### config.mk
export PLATFORM = sky130hd
export DESIGN_NAME = gray_pack_stream
export DESIGN_NICKNAME = d
export VERILOG_FILES = /design/src/rtl/gray_pkg.sv /design/src/rtl/gray_luma.sv /design/src/rtl/gray_pack_stream.sv
export SDC_FILE = /design/constraint.sdc
export NUM_CORES = 1
export LEC_CHECK = 0
export BUFFER_PORTS_ARGS = -buffer_cell sky130_fd_sc_hd__buf_2
export CAP_MARGIN = 15
export CORE_MARGIN = 2
export CORE_UTILIZATION = 40
export CTS_CLUSTER_DIAMETER = 80
export DETAILED_ROUTE_END_ITERATION = 10
export GPL_ROUTABILITY_DRIVEN = 0
export PLACE_DENSITY = 0.69
export SKIP_LAST_GASP = 1
export SYNTH_ARGS = -nofsm -noshare
export SYNTH_HDL_FRONTEND = slang
export SYNTH_SLANG_ARGS = --single-unit
### constraint.sdc
create_clock -name bus_clk -period 13.7 [get_ports bus_clk]
set_input_delay 2.055 -clock bus_clk [delete_from_list [all_inputs] [get_ports bus_clk]]
set_output_delay 2.055 -clock bus_clk [all_outputs]
set_load 0.02 [all_outputs]
### src/rtl/gray_pkg.sv
// Shared constants for the grayscale packer: default luma weights, xRGB field
// positions and the byte-packing helper.
package gray_pkg;

    localparam int unsigned COEF_R_DEF   = 77;
    localparam int unsigned COEF_G_DEF   = 150;
    localparam int unsigned COEF_B_DEF   = 29;

    localparam int unsigned R_HI = 23;
    localparam int unsigned R_LO = 16;
    localparam int unsigned G_HI = 15;
    localparam int unsigned G_LO = 8;
    localparam int unsigned B_HI = 7;
    localparam int unsigned B_LO = 0;

    localparam int unsigned PIX_PER_WORD = 4;
    localparam logic [1:0]  LAST_BYTE    = 2'(PIX_PER_WORD - 1);

    // Writing byte 0 starts a fresh word, so bytes not yet filled read as zero.
    function automatic logic [31:0] pack_byte(input logic [31:0] word,
                                              input logic [1:0]  idx,
                                              input logic [7:0]  val);
        logic [31:0] w;
        if (idx == 2'd0) begin
            w = {24'h0, val};
        end else begin
            w = word;
            w[idx*8 +: 8] = val;
        end
        return w;
    endfunction

endpackage

### src/rtl/gray_luma.sv
// Registered weighted sum of one xRGB pixel into 8-bit luma; 1 cycle from en.
// Holds y/y_valid until consumed; never stalls on its own.
module gray_luma
    import gray_pkg::*;
#(
    parameter int unsigned COEF_R = COEF_R_DEF,
    parameter int unsigned COEF_G = COEF_G_DEF,
    parameter int unsigned COEF_B = COEF_B_DEF
) (
    input  logic        bus_clk,
    input  logic        srst,
    input  logic        en,
    input  logic        consume,
    input  logic [31:0] pix,
    output logic [7:0]  y,
    output logic        y_valid
);

    logic [15:0] sum;
    logic [7:0]  y_d, y_q;
    logic        y_valid_d, y_valid_q;
    logic        unused_alpha;

    assign unused_alpha = ^pix[31:24];

    always_comb begin
        // Weights sum to 256, so the 16-bit sum cannot overflow.
        sum = 16'(COEF_R) * {8'h0, pix[R_HI:R_LO]}
            + 16'(COEF_G) * {8'h0, pix[G_HI:G_LO]}
            + 16'(COEF_B) * {8'h0, pix[B_HI:B_LO]};
        y_d       = y_q;
        y_valid_d = y_valid_q;
        if (en) begin
            y_d       = 8'(sum >> 8);
            y_valid_d = 1'b1;
        end else if (consume) begin
            y_valid_d = 1'b0;
        end
    end

    always_ff @(posedge bus_clk) begin
        if (srst) begin
            y_q       <= 8'h0;
            y_valid_q <= 1'b0;
        end else begin
            y_q       <= y_d;
            y_valid_q <= y_valid_d;
        end
    end

    assign y       = y_q;
    assign y_valid = y_valid_q;

endmodule

### src/rtl/gray_pack_stream.sv
// xRGB FIFO -> luma -> four bytes per word FIFO; pop to write is 3 cycles, 1 pixel/clk.
// out_full stalls every stage in place; pops stop once dout, y and word are all held.
module gray_pack_stream
    import gray_pkg::*;
#(
    parameter int unsigned COEF_R = COEF_R_DEF,
    parameter int unsigned COEF_G = COEF_G_DEF,
    parameter int unsigned COEF_B = COEF_B_DEF
) (
    input  logic        bus_clk,
    input  logic        srst,
    input  logic [31:0] in_dout,
    input  logic        in_empty,
    output logic        in_rd_en,
    output logic [31:0] out_din,
    output logic        out_wr_en,
    input  logic        out_full,
    input  logic        flush,
    output logic [31:0] pixel_count
);

    logic        d_valid_d, d_valid_q;
    logic [31:0] word_d, word_q;
    logic [1:0]  byte_cnt_d, byte_cnt_q;
    logic        word_valid_d, word_valid_q;
    logic        flush_pending_d, flush_pending_q;
    logic [31:0] pixel_count_d, pixel_count_q;

    logic [7:0]  y;
    logic        y_valid;
    logic        pk_acc;
    logic        y_adv;

    gray_luma #(
        .COEF_R (COEF_R),
        .COEF_G (COEF_G),
        .COEF_B (COEF_B)
    ) u_luma (
        .bus_clk (bus_clk),
        .srst    (srst),
        .en      (y_adv),
        .consume (pk_acc),
        .pix     (in_dout),
        .y       (y),
        .y_valid (y_valid)
    );

    // Each stage advances when it is empty or its content leaves this cycle.
    always_comb begin
        out_wr_en = word_valid_q && !out_full;
        pk_acc    = y_valid && (!word_valid_q || out_wr_en);
        y_adv     = d_valid_q && (!y_valid || pk_acc);
        in_rd_en  = !in_empty && !flush_pending_q && (!d_valid_q || y_adv);
    end

    always_comb begin
        d_valid_d       = d_valid_q;
        word_d          = word_q;
        byte_cnt_d      = byte_cnt_q;
        word_valid_d    = word_valid_q && !out_wr_en;
        flush_pending_d = flush_pending_q || flush;
        pixel_count_d   = pixel_count_q + 32'(pk_acc);

        if (in_rd_en) begin
            d_valid_d = 1'b1;
        end else if (y_adv) begin
            d_valid_d = 1'b0;
        end

        if (pk_acc) begin
            word_d = pack_byte(word_q, byte_cnt_q, y);
            if (byte_cnt_q == LAST_BYTE) begin
                word_valid_d = 1'b1;
                byte_cnt_d   = 2'd0;
            end else begin
                byte_cnt_d   = byte_cnt_q + 2'd1;
            end
        end

        // Pipeline drained: emit any partial word (upper bytes already zero).
        if (flush_pending_q && !d_valid_q && !y_valid && !word_valid_q) begin
            if (byte_cnt_q != 2'd0) begin
                word_valid_d = 1'b1;
                byte_cnt_d   = 2'd0;
            end
            flush_pending_d = 1'b0;
        end
    end

    always_ff @(posedge bus_clk) begin
        if (srst) begin
            d_valid_q       <= 1'b0;
            word_q          <= 32'h0;
            byte_cnt_q      <= 2'd0;
            word_valid_q    <= 1'b0;
            flush_pending_q <= 1'b0;
            pixel_count_q   <= 32'h0;
        end else begin
            d_valid_q       <= d_valid_d;
            word_q          <= word_d;
            byte_cnt_q      <= byte_cnt_d;
            word_valid_q    <= word_valid_d;
            flush_pending_q <= flush_pending_d;
            pixel_count_q   <= pixel_count_d;
        end
    end

    assign out_din     = word_q;
    assign pixel_count = pixel_count_q;

endmodule

# Word level (Yosys, flattened, before mapping)
# Cells that the tools add are included.
[totals]
input_bits = 37
reg_bits = 78
out_inout_bits = 66
[classes]
multipliers = 3
shift = 2
eq_ne = 1
mux = 14
n_reduce_logical = 25
add_sub_neg = 5
[ops]
columns = ["operator", "count"]
rows = [
  ["$neg 5->34", 1],
  ["$shift 8x34->32 const A", 1],
  ["$shiftx 8x34->32", 1],
  ["$add 32x1->32", 1],
  ["$bwmux 32", 1],
  ["$mux 32", 1],
  ["$mul 7x8->15 const A", 2],
  ["$add 15x16->16", 1],
  ["$add 16x13->16", 1],
  ["$mul 5x8->13 const A", 1],
  ["$logic_and 1x1->1", 9],
  ["$mux 1", 8],
  ["$mux 2", 4],
  ["$logic_not 1->1", 7],
  ["$reduce_bool 2->1", 3],
  ["$logic_or 1x1->1", 4],
  ["$add 2x1->2 const B", 1],
  ["$eq 2x2->1 const B", 1],
  ["$logic_not 2->1", 1],
  ["$reduce_or 2->1", 1],
]

# Longest topological paths before layout
# Gate-level depths: netlist of run 1.
[depth]
word_depth = 9
mapped_depth = 24

# By module
# Synthesis of run 1 repeated with hierarchy kept, for this count alone.
[unflattened]
hier_cells = 710
hier_area_um2 = 6506.2
[modules_own_cells]
columns = ["module", "instances", "area_per_inst_um2", "cells_per_inst"]
rows = [
  ["gray_luma", 1, 3523.4, 358],
  ["gray_pack_stream", 1, 2982.9, 352],
]

# Worst setup path after synthesis of run 1
# OpenSTA, ideal clock, no wires.
[synth_timing]
kind = "input to register"
from = "input in_dout[11]"
to = "register u_luma.y_q[6] (netlist: u_luma.y[6])"
setup_ns = 0.122
cell_stages = 23
slack_ns = 5.957
t_arrival_ns = 7.621
path_cell_list = "ha_1 -> ha_1 -> ha_1 -> inv_1 -> fa_1 -> inv_1 -> ha_1 -> nand2_1 -> o211ai_1 -> xor2_1 -> fa_1 -> fa_1 -> inv_1 -> fa_1 -> fa_1 -> inv_1 -> ha_1 -> nand3_1 -> a2bb2oi_1 -> o21ai_1 -> a221oi_2 -> nor4_1 -> a311o_1"
[synth_via]
elab_chain_len = 3
[synth_rtl]
columns = ["item", "line", "source"]
rows = [
  ["start: declaration", "gray_pack_stream.sv:12", "input logic [31:0] in_dout,"],
  ["$mul 7x8->15", "gray_luma.sv:29", "+ 16'(COEF_G) * {8'h0, pix[G_HI:G_LO]}"],
  ["$add 15x16->16", "gray_luma.sv:29", ""],
  ["$add 16x13->16", "gray_luma.sv:30", "+ 16'(COEF_B) * {8'h0, pix[B_HI:B_LO]};"],
  ["end signal: assignment", "gray_luma.sv:46", "y_q <= y_d;"],
  ["end: declaration", "gray_luma.sv:20", "logic [7:0] y_d, y_q;"],
]
# No other way between the ends.
# A chain may end at the register's enable or synchronous reset.

# Final worst setup path of run 1
# Same ends and word-level chain as after synthesis.

==> impl_metrics.env, run 1 <==
export IMPL_diodes=0
export IMPL_final_common_cell="inv_1"
export IMPL_grt_pass1_wl_um=22110
export IMPL_drcViolationCount=0
export IMPL_ys_ff_latch=78
export IMPL_post_cts_buffers=0
export IMPL_r2r_start="byte_cnt_q[0]$_SDFF_PP0_"
export IMPL_hold_start="out_din[27]$_SDFFE_PP0P_"
export IMPL_dr_first_iter_drc_count=273
export IMPL_crit_type="in -> reg"
export IMPL_syn_cell_area_um2=6455
export IMPL_dr_wl_met3_um=383
export IMPL_cts_tree="built"
export IMPL_drv_cap=0
export IMPL_startpoint="in_dout[11]"
export IMPL_worst_slew_margin_rel_pct=24.31
export IMPL_cp_max_fo=4
export IMPL_drive_gt1_share_pct=16.40
export IMPL_core_area_um2=15830
export IMPL_path_clk_slew_ns=0.06
export IMPL_syn2layout_area_growth_pct=14.81
export IMPL_synth_cells=705
export IMPL_min_path_type="reg -> reg"
export IMPL_grt_pass1_vias=4835
export IMPL_die_w_um=131.0
export IMPL_finalWirelength_um=13280
export IMPL_tightest_slew_ns=1.120
export IMPL_fin_ws_ns=5.825
export IMPL_drtAntennaViolNets=0
export IMPL_outcome="completed"
export IMPL_rrSetupSlack_ns=11.27
export IMPL_pre_cts_slack_ns=5.478
export IMPL_root_buffer="clkbuf_16"
export IMPL_dieArea_um2=17170
export IMPL_endpoint_kind="flip-flop"
export IMPL_nets=979
export IMPL_leakagePower_uw=0.003521
export IMPL_ioPinCount=103
export IMPL_dr_pass1_iters=4
export IMPL_crit_family="adder cells"
export IMPL_final_cell_mix="inv_1 (102), buf_2 (94), ha_1 (92)"
export IMPL_dp_final_hpwl_um=10550
export IMPL_grt_max_degree=82
export IMPL_powerDensity_nw_per_um2=220.2
export IMPL_cts_resized=0
export IMPL_clock_path_buffers=2
export IMPL_finalSetupViolCount=0
export IMPL_period_needed_ns=7.875
export IMPL_arrival_ns=8.09
export IMPL_htree_num_levels=3
export IMPL_antenna_found_initial=0
export IMPL_crit_required_ns=13.92
export IMPL_max_freq_mhz=127.0
export IMPL_slew_viol_final=0
export IMPL_gr_total_overflow=0
export IMPL_via_per_inst=4.969
export IMPL_reg2reg_depth=5
export IMPL_highest_layer="met4"
export IMPL_wl_met1_um=6033
export IMPL_slowest_stage="fa_1"
export IMPL_wire_per_inst_um=13.08
export IMPL_via_count=5044
export IMPL_cts_sinks=78
export IMPL_finClkSkew_ns=0.01037
export IMPL_synth_edf_count=0
export IMPL_die_h_um=131.0
export IMPL_hold_buffers=0
export IMPL_synth_avg_cell_area_um2=9.156
export IMPL_dr_wl_met2_um=6758
export IMPL_synth_ff_type="dfxtp_1"
export IMPL_cts_buffers=9
export IMPL_seq_area_frac_synth_pct=24.19
export IMPL_rsz0062_at_grt="no"
export IMPL_hold_viol_final=0
export IMPL_reg2reg_to="out_din[21]$_SDFFE_PP0P_"
export IMPL_portBuffers=94
export IMPL_num_rows=46
export IMPL_clock_latency_ns=0.34
export IMPL_yosys_cell_types_count=62
export IMPL_min_period_over_period_pct=57.48
export IMPL_grt_total_usage_pct=16.07
export IMPL_crit_chain="buf_2 -> ha_1 -> ha_1 -> ha_1 -> inv_1 -> fa_1 -> inv_1 -> ha_1 -> nand2_1 -> o211ai_1 -> xor2_1 -> fa_1 -> fa_1 -> inv_1 -> fa_1 -> fa_1 -> inv_1 -> ha_1 -> nand3_1 -> a2bb2oi_1 -> o21ai_1 -> a221oi_2 -> nor4_1 -> a311o_1"
export IMPL_cp_start_kind="input port"
export IMPL_synth_warning_count=0
export IMPL_stdcell_area_um2=7411
export IMPL_synthArstFlopShare_pct=0
export IMPL_finalPower_uw=1632
export IMPL_place_area_um2=7136
export IMPL_critPathMaxStageDelay_ns=0.54
export IMPL_path_buf_inv=5
export IMPL_crit_cells=24
export IMPL_crit_end="u_luma.y[6]$_SDFFE_PP0P_"
export IMPL_initial_core_util_pct=40.78
export IMPL_syn_nets=889
export IMPL_worstHoldPathCells=2
export IMPL_vdd_drop_max_mv=0.1580
export IMPL_finalSetupTns_ns=0
[cells by family after synthesis]
| group | Yosys count | share of synthesized area [%] |
|---|---|---|
| buffers and inverters | 118 | 6.978 |
| AND/OR/NAND/NOR | 212 | 17.81 |
| adder cells (fa/ha/maj) | 147 | 34.89 |
| flip-flops | 78 | 24.19 |
| AO/OA/AOI/OAI | 109 | 10.53 |
| multiplexers | 2 | 0.3102 |
| XOR/XNOR | 39 | 5.292 |
[power breakdown]
| group | leakage, µW | internal, µW | switching [µW] |
|---|---|---|---|
| Combinational | 0.00276 | 528 | 639 |
| Sequential | 0.000630 | 235 | 13.1 |
| Clock | 0.000127 | 126 | 89.9 |
| Total | 0.00352 | 890 | 742 |
[worst min path at each step]
stage               slack (ns)                    endpoint
floorplan                 0.45  flush_pending_q$_SDFF_PP0_
global placement          0.44     out_din[2]$_SDFFE_PP0P_
detailed placement        0.44     out_din[2]$_SDFFE_PP0P_
CTS                       0.45     out_din[2]$_SDFFE_PP0P_
global route              0.46    out_din[20]$_SDFFE_PP0P_
finish                    0.45    out_din[27]$_SDFFE_PP0P_
[area by class of cell]
| type | count | area, µm² |
|---|---|---|
| Clock buffer | 10 | 239.0 |
| Fill cell | 1547 | 8417 |
| Sequential cell | 78 | 1562 |
| Multi-Input combinational cell | 509 | 4443 |
| Tap cell | 216 | 270.3 |
| Clock inverter | 5 | 36.28 |
| Inverter | 102 | 382.9 |
| Timing Repair Buffer | 95 | 478.0 |
[per-stage QoR]
step / utilization [%] / hold slack (ns) / instances
2_1_floorplan: - / 0.4522 / 705
3_3_place_gp: 45.08 / 0.4359 / 1000
3_5_place_dp: 45.08 / 0.4421 / 1000
4_1_cts: 46.82 / 0.4501 / 1015
5_1_grt: 46.82 / 0.4634 / 1015
6_report: 46.82 / 0.4465 / 1015
[sequential cells by signal, indices dropped and copies added (netlist names)]
register / cells
pixel_count: 32
flush_pending_q: 1
word_valid_q: 1
u_luma.y_valid: 1
byte_cnt_q: 2
d_valid_q: 1
u_luma.y: 8
out_din: 32
[routing by layer]
layer / vias up / GRT usage (%)
li1: 2555 / -
met5: - / 0
met4: 0 / 3.817
met1: 2411 / 19.77
met3: 10 / 2.321
met2: 68 / 29.56
[synthesized netlist by cell type, types with 2 or more instances]
| cell | number | area (µm²) |
|---|---|---|
| nand3_1 | 46 | 230.2 |
| buf_1 | 2 | 7.510 |
| nor2b_1 | 7 | 43.79 |
| and2_1 | 2 | 12.51 |
| dfxtp_1 | 78 | 1562 |
| a211oi_1 | 6 | 45.04 |
| nand3b_1 | 5 | 37.54 |
| nand4_4 | 2 | 42.54 |
| or2_1 | 3 | 18.77 |
| and4_1 | 2 | 17.52 |
| nand2b_1 | 2 | 12.51 |
| xnor2_1 | 22 | 192.7 |
| xor2_1 | 17 | 148.9 |
| fa_1 | 55 | 1101 |
| a21o_1 | 8 | 60.06 |
| o21ai_0 | 13 | 65.06 |
| o21ai_1 | 5 | 25.02 |
| nand2_1 | 53 | 198.9 |
| a311oi_1 | 2 | 17.52 |
| nor3_2 | 7 | 70.07 |
| a21oi_1 | 54 | 270.3 |
| ha_1 | 92 | 1151 |
| nor3_1 | 6 | 30.03 |
| o211a_1 | 2 | 20.02 |
| nor4_1 | 2 | 12.51 |
| inv_1 | 102 | 382.9 |
| and3_1 | 6 | 37.54 |
| o211ai_1 | 3 | 22.52 |
| or3_1 | 9 | 56.30 |
| o21bai_1 | 2 | 15.01 |
| nand4_1 | 2 | 12.51 |
| clkbuf_1 | 13 | 48.80 |
| mux2i_1 | 2 | 20.02 |
| nand4_2 | 2 | 25.02 |
| nor2_1 | 44 | 165.2 |
[worst min-delay path, cell delays in order (launching register included)]
cell,delay [ns]
dfxtp_1,0.30
nand2_1,0.05
a21oi_1,0.05
(Power assumes the default switching activity.)
==> inputs of run 2 (changes only) <==
- clock period: 13.7 -> 8.1 ns (I/O delays scaled with it)
==> run 2 against run 1 <==
  * First-iteration DRC count increased by 5.1%
  * Sequential share of layout area down 0.16 points
  * Register-to-register slack got worse by 5.6 ns
  * Clock-buffer cell count increased by 1
  * Clock skew decreased by 0.0041 ns
  * Non-clock buffer count is 1 higher
  * Worst hold slack improved by 0.0014 ns
  * Total power increased by 74%
  * Wire length grew 0.90%
  * Core utilization is 0.35 points higher
  * Critical path type unchanged
==> impl_metrics.env, run 2 (synthesized netlist as in run 1, its figures left out) <==
export IMPL_dr_pass1_iters=6
export IMPL_rsz0062_at_grt="no"
export IMPL_cp_start_kind="input port"
export IMPL_outcome="completed"
export IMPL_clockPowerShare_pct=15.2
export IMPL_ioPinCount=103
export IMPL_nets=980
export IMPL_vdd_drop_max_mv=0.3506
export IMPL_portBuffers=94
export IMPL_critPathMaxStageDelay_ns=0.54
export IMPL_min_period_over_period_pct=86.72
export IMPL_wire_per_inst_um=13.17
export IMPL_cts_tree="built"
export IMPL_crit_required_ns=8.31
export IMPL_max_freq_mhz=142.4
export IMPL_arrival_ns=7.24
export IMPL_power_frac_seq_pct=14.8
export IMPL_die_w_um=131.0
export IMPL_leakagePower_uw=0.003560
export IMPL_grt_pass1_wl_um=22630
export IMPL_antenna_found_initial=0
export IMPL_drv_cap=0
export IMPL_hold_start="out_din[27]$_SDFFE_PP0P_"
export IMPL_grt_total_usage_pct=16.49
export IMPL_crit_chain="buf_2 -> ha_1 -> ha_1 -> ha_1 -> inv_1 -> fa_1 -> inv_1 -> ha_1 -> nand2_1 -> o211ai_1 -> xor2_1 -> fa_1 -> fa_1 -> inv_1 -> fa_1 -> fa_1 -> inv_1 -> ha_1 -> nand3_1 -> a2bb2oi_1 -> o21ai_1 -> a221oi_2 -> nor4_1 -> a311o_1"
export IMPL_powerDensity_nw_per_um2=379.3
export IMPL_num_rows=46
export IMPL_r2r_start="word_valid_q$_SDFF_PP0_"
export IMPL_via_count=5016
export IMPL_drtAntennaViolNets=0
export IMPL_power_switching_share_pct=44.61
export IMPL_finClkSkew_ns=0.006279
export IMPL_path_clk_slew_ns=0.06
export IMPL_slowest_stage="fa_1"
export IMPL_dieArea_um2=17170
export IMPL_root_buffer="clkbuf_16"
export IMPL_clock_path_buffers=2
export IMPL_finalSetupViolCount=0
export IMPL_slew_viol_final=0
export IMPL_grt_pass1_vias=4940
export IMPL_cts_buffers=9
export IMPL_final_common_cell="inv_1"
export IMPL_initial_core_util_pct=40.78
export IMPL_post_cts_buffers=0
export IMPL_crit_type="in -> reg"
export IMPL_period_needed_ns=7.024
export IMPL_core_area_um2=15830
export IMPL_worstHoldPathCells=2
export IMPL_cts_sinks=78
export IMPL_finalWirelength_um=13390
export IMPL_htree_num_levels=3
export IMPL_pwr_share_comb_pct=70.0
export IMPL_seqCellArea_um2=1562
export IMPL_diodes=0
export IMPL_via_per_inst=4.932
export IMPL_grt_max_degree=82
export IMPL_nFillCells=1511
export IMPL_power_internal_uw=1569
export IMPL_die_h_um=131.0
export IMPL_clock_latency_ns=0.33
export IMPL_cp_max_fo=4
export IMPL_multiInputGateArea_um2=4443
export IMPL_worst_slew_margin_rel_pct=41.75
export IMPL_final_cell_mix="inv_1 (102), buf_2 (95), ha_1 (92)"
export IMPL_endpoint_kind="flip-flop"
export IMPL_syn2layout_area_growth_pct=15.66
export IMPL_hold_viol_final=0
export IMPL_finalSetupTns_ns=0
export IMPL_min_to="out_din[27]$_SDFFE_PP0P_"
export IMPL_min_path_type="reg -> reg"
export IMPL_hold_buffers=0
export IMPL_dr_first_iter_drc_count=287
export IMPL_finalPower_uw=2832
export IMPL_rrSetupSlack_ns=5.70
export IMPL_tightest_slew_ns=0.8718
export IMPL_reg2reg_depth=9
export IMPL_reg2reg_to="pixel_count[19]$_SDFF_PP0_"
export IMPL_p_switching_uw=1263
export IMPL_drive_gt1_share_pct=16.48
export IMPL_drcViolationCount=0
export IMPL_gr_total_overflow=0
export IMPL_dp_final_hpwl_um=10600
export IMPL_cts_resized=0
==> run 2: stage by stage <==
stage	util, %	hold WS [ns]	cell area [µm²]	setup WS [ns]	cells
after detailed placement	45.08	0.4426	7136	0.7377	1000
after CTS	47.14	0.4508	7461	1.071	1016
after global routing	47.17	0.4655	7466	0.6451	1017
after floorplan	-	0.4522	6455	1.197	705
after global placement	45.08	0.4360	7136	0.7942	1000
final	47.17	0.4479	7466	1.076	1017
==> run 2: worst max-delay path: cells and delay by family <==
| family | cells | cell delay [ns] |
|---|---|---|
| and+or+nand+nor | 3 | 0.27 |
| adders and majority gates | 10 | 3.98 |
| buffers and inverters | 5 | 0.32 |
| AOI/OAI and AO/OA | 5 | 1.24 |
| xor gates and xnor gates | 1 | 0.21 |
==> run 2: power by group through the flow <==
stage / Clock (µW) / Sequential [µW] / Combinational [µW]
floorplan: 0 / 418 / 1620
global placement: 0 / 429 / 1960
detailed placement: 0 / 428 / 2000
CTS: 440 / 420 / 2010
global route: 459 / 421 / 2300
finish: 430 / 420 / 1980
==> run 2: how the worst max path moves through the flow <==
stage | cells past startpoint | end | startpoint
finish | 24 | u_luma.y[6]$_SDFFE_PP0P_ | in_dout[11]
global route | 24 | u_luma.y[6]$_SDFFE_PP0P_ | in_dout[11]
CTS | 24 | u_luma.y[6]$_SDFFE_PP0P_ | in_dout[11]
detailed placement | 24 | u_luma.y[6]$_SDFFE_PP0P_ | in_dout[11]
global placement | 24 | u_luma.y[6]$_SDFFE_PP0P_ | in_dout[11]
floorplan | 23 | u_luma.y[6]$_SDFFE_PP0P_ | in_dout[11]
==> run 2: cell type report <==
class	instances	area share, %
Sequential cell	78	20.92
Timing Repair Buffer	96	6.469
Clock buffer	11	3.251
Tap cell	216	3.620
Clock inverter	5	1.106
Inverter	102	5.128
Multi-Input combinational cell	509	59.51
==> run 2: layer usage <==
layer / GRT usage, % / vias up / share of wire, %
li1: - / 2555 / -
met1: 20.04 / 2377 / 44
met2: 30.91 / 75 / 52
met3: 1.873 / 9 / 3.1
met4: 4.130 / 0 / 0.85
met5: 0 / - / 0
==> inputs of run 3 (changes only) <==
- GPL_TIMING_DRIVEN: not set -> 0
==> run 3 against run 2 <==
  * First-iteration DRC count is 26% lower
  * Global-route usage is 0.32 points lower
  * Worst hold slack worse by 0.0021 ns
  * Critical endpoint unchanged
  * Largest cell class unchanged
  * Combinational power hardly changed
  * Non-clock buffer count is 13 higher
  * Die area stayed put
  * Highest routed layer unchanged
==> impl_metrics.env, run 3 (synthesized netlist as in run 1, its figures left out) <==
export IMPL_outcome="completed"
export IMPL_cts_resized=0
export IMPL_power_switching_share_pct=44.61
export IMPL_grt_pass1_wl_um=22310
export IMPL_grt_pass1_vias=5015
export IMPL_root_buffer="clkbuf_16"
export IMPL_antenna_found_initial=0
export IMPL_clockPowerShare_pct=14.7
export IMPL_crit_chain="buf_2 -> ha_1 -> ha_1 -> ha_1 -> inv_1 -> fa_1 -> inv_1 -> ha_1 -> nand2_1 -> o211ai_1 -> xor2_1 -> fa_1 -> fa_1 -> inv_1 -> fa_1 -> fa_1 -> inv_1 -> ha_1 -> nand3_1 -> a2bb2oi_1 -> o21ai_1 -> a221oi_2 -> nor4_1 -> a311o_1"
export IMPL_cp_max_fo=4
export IMPL_final_cell_mix="inv_1 (102), buf_2 (93), ha_1 (92)"
export IMPL_portBuffers=93
export IMPL_wire_per_inst_um=13.13
export IMPL_crit_type="in -> reg"
export IMPL_num_rows=46
export IMPL_hold_buffers=0
export IMPL_worst_slew_margin_rel_pct=34.53
export IMPL_ioPinCount=103
export IMPL_crit_family="adder cells"
export IMPL_seqCellArea_um2=1562
export IMPL_post_cts_buffers=0
export IMPL_leakagePower_uw=0.003558
export IMPL_fin_util_pct=47.34
export IMPL_drv_cap=0
export IMPL_finalSetupTns_ns=0
export IMPL_critPathMaxStageDelay_ns=0.54
export IMPL_finalSetupViolCount=0
export IMPL_die_h_um=131.0
export IMPL_rsz0062_at_grt="no"
export IMPL_place_inst=1014
export IMPL_clock_path_buffers=2
export IMPL_drive_gt1_share_pct=15.76
export IMPL_final_cells=1028
export IMPL_path_buf_inv=5
export IMPL_r2r_start="byte_cnt_q[0]$_SDFF_PP0_"
export IMPL_via_per_inst=4.946
export IMPL_cts_buffers=9
export IMPL_dieArea_um2=17170
export IMPL_min_path_type="reg -> reg"
export IMPL_endpoint_kind="flip-flop"
export IMPL_diodes=0
export IMPL_dr_pass1_iters=4
export IMPL_dp_final_hpwl_um=11050
export IMPL_grt_max_degree=13
export IMPL_cp_start_kind="input port"
export IMPL_hold_start="out_din[7]$_SDFFE_PP0P_"
export IMPL_p_switching_uw=1252
export IMPL_crit_required_ns=8.31
export IMPL_multiInputGateArea_um2=4443
export IMPL_via_count=5085
export IMPL_initial_core_util_pct=40.78
export IMPL_stdcell_area_um2=7493
export IMPL_hold_viol_final=0
export IMPL_final_common_cell="inv_1"
export IMPL_min_period_over_period_pct=87.24
export IMPL_startpoint="in_dout[11]"
export IMPL_slew_viol_final=0
export IMPL_tightest_slew_ns=0.9799
export IMPL_vdd_drop_max_mv=0.3666
export IMPL_power_internal_uw=1555
export IMPL_drcViolationCount=0
export IMPL_powerDensity_nw_per_um2=374.7
export IMPL_dr_first_iter_drc_count=211
export IMPL_nFillCells=1547
export IMPL_path_clk_slew_ns=0.05
export IMPL_cts_tree="built"
export IMPL_nets=993
export IMPL_place_area_um2=7191
export IMPL_htree_num_levels=3
export IMPL_drtAntennaViolNets=0
export IMPL_cts_sinks=78
export IMPL_finalWirelength_um=13500
export IMPL_period_needed_ns=7.066
export IMPL_pwr_share_comb_pct=70.3
export IMPL_max_freq_mhz=141.5
export IMPL_die_w_um=131.0
export IMPL_syn2layout_area_growth_pct=16.09
export IMPL_power_frac_seq_pct=15.0
export IMPL_arrival_ns=7.28
export IMPL_clock_latency_ns=0.33
export IMPL_core_area_um2=15830
export IMPL_finClkSkew_ns=0.005846
export IMPL_grt_total_usage_pct=16.16
export IMPL_gr_total_overflow=0
export IMPL_slowest_stage="fa_1"
-- run 3: cell types whose count changed in the layout (fill, tap and decap cells not counted), sizes merged --
cell / change
clkbuf: +12
clkinv: -1
-- run 3: cell type report --
type                       instances  share of cell area (%)
buffer                            16                  0.9017
clock buffer                      10                   3.056
clock inverter                     4                  0.9851
inverter                         102                   5.109
multi-input combinational        509                   59.29
sequential                        78                   20.84
tap                              216                   3.607
timing repair buffer              93                   6.211
-- run 3: path summary, 6_finish.rpt --
path / endpoint / cells after the start / slack [ns]
max reg2reg: out_din[29]$_SDFFE_PP0P_ / 6 / 5.69
max: u_luma.y[6]$_SDFFE_PP0P_ / 24 / 1.03
min reg2reg: out_din[7]$_SDFFE_PP0P_ / 2 / 0.45
min: out_din[7]$_SDFFE_PP0P_ / 2 / 0.45
-- run 3: routing by layer --
metal	vias to the layer above	track usage [%]	routed length (µm)
met1	2392	20.00	5882
met5	-	0	0
li1	2575	-	-
met2	99	29.50	6854
met4	0	4.005	216
met3	19	2.362	543
-- run 3: through the flow --
step	hold WS, ns	worst slack [ns]	total power (µW)
after floorplan	0.4522	1.197	2041
after global placement	0.4354	0.7815	2380
after detailed placement	0.4421	0.7128	2407
after CTS	0.4496	1.052	2833
after global routing	0.4662	0.6791	3154
final	0.4457	1.034	2808
-- run 3: power groups by stage --
stage	Combinational, µW	Clock, µW	Sequential [µW]
floorplan	1620	0	418
global placement	1950	0	429
CTS	1990	421	420
detailed placement	1980	0	429
finish	1970	413	421
global route	2290	438	421
-- run 3: worst min-delay path, delay by kind of cell, from the launching register on --
family,cells,cell delay (ns)
and+or+nand+nor,1,0.05
AOI/OAI and AO/OA,1,0.05
DFF,1,0.30
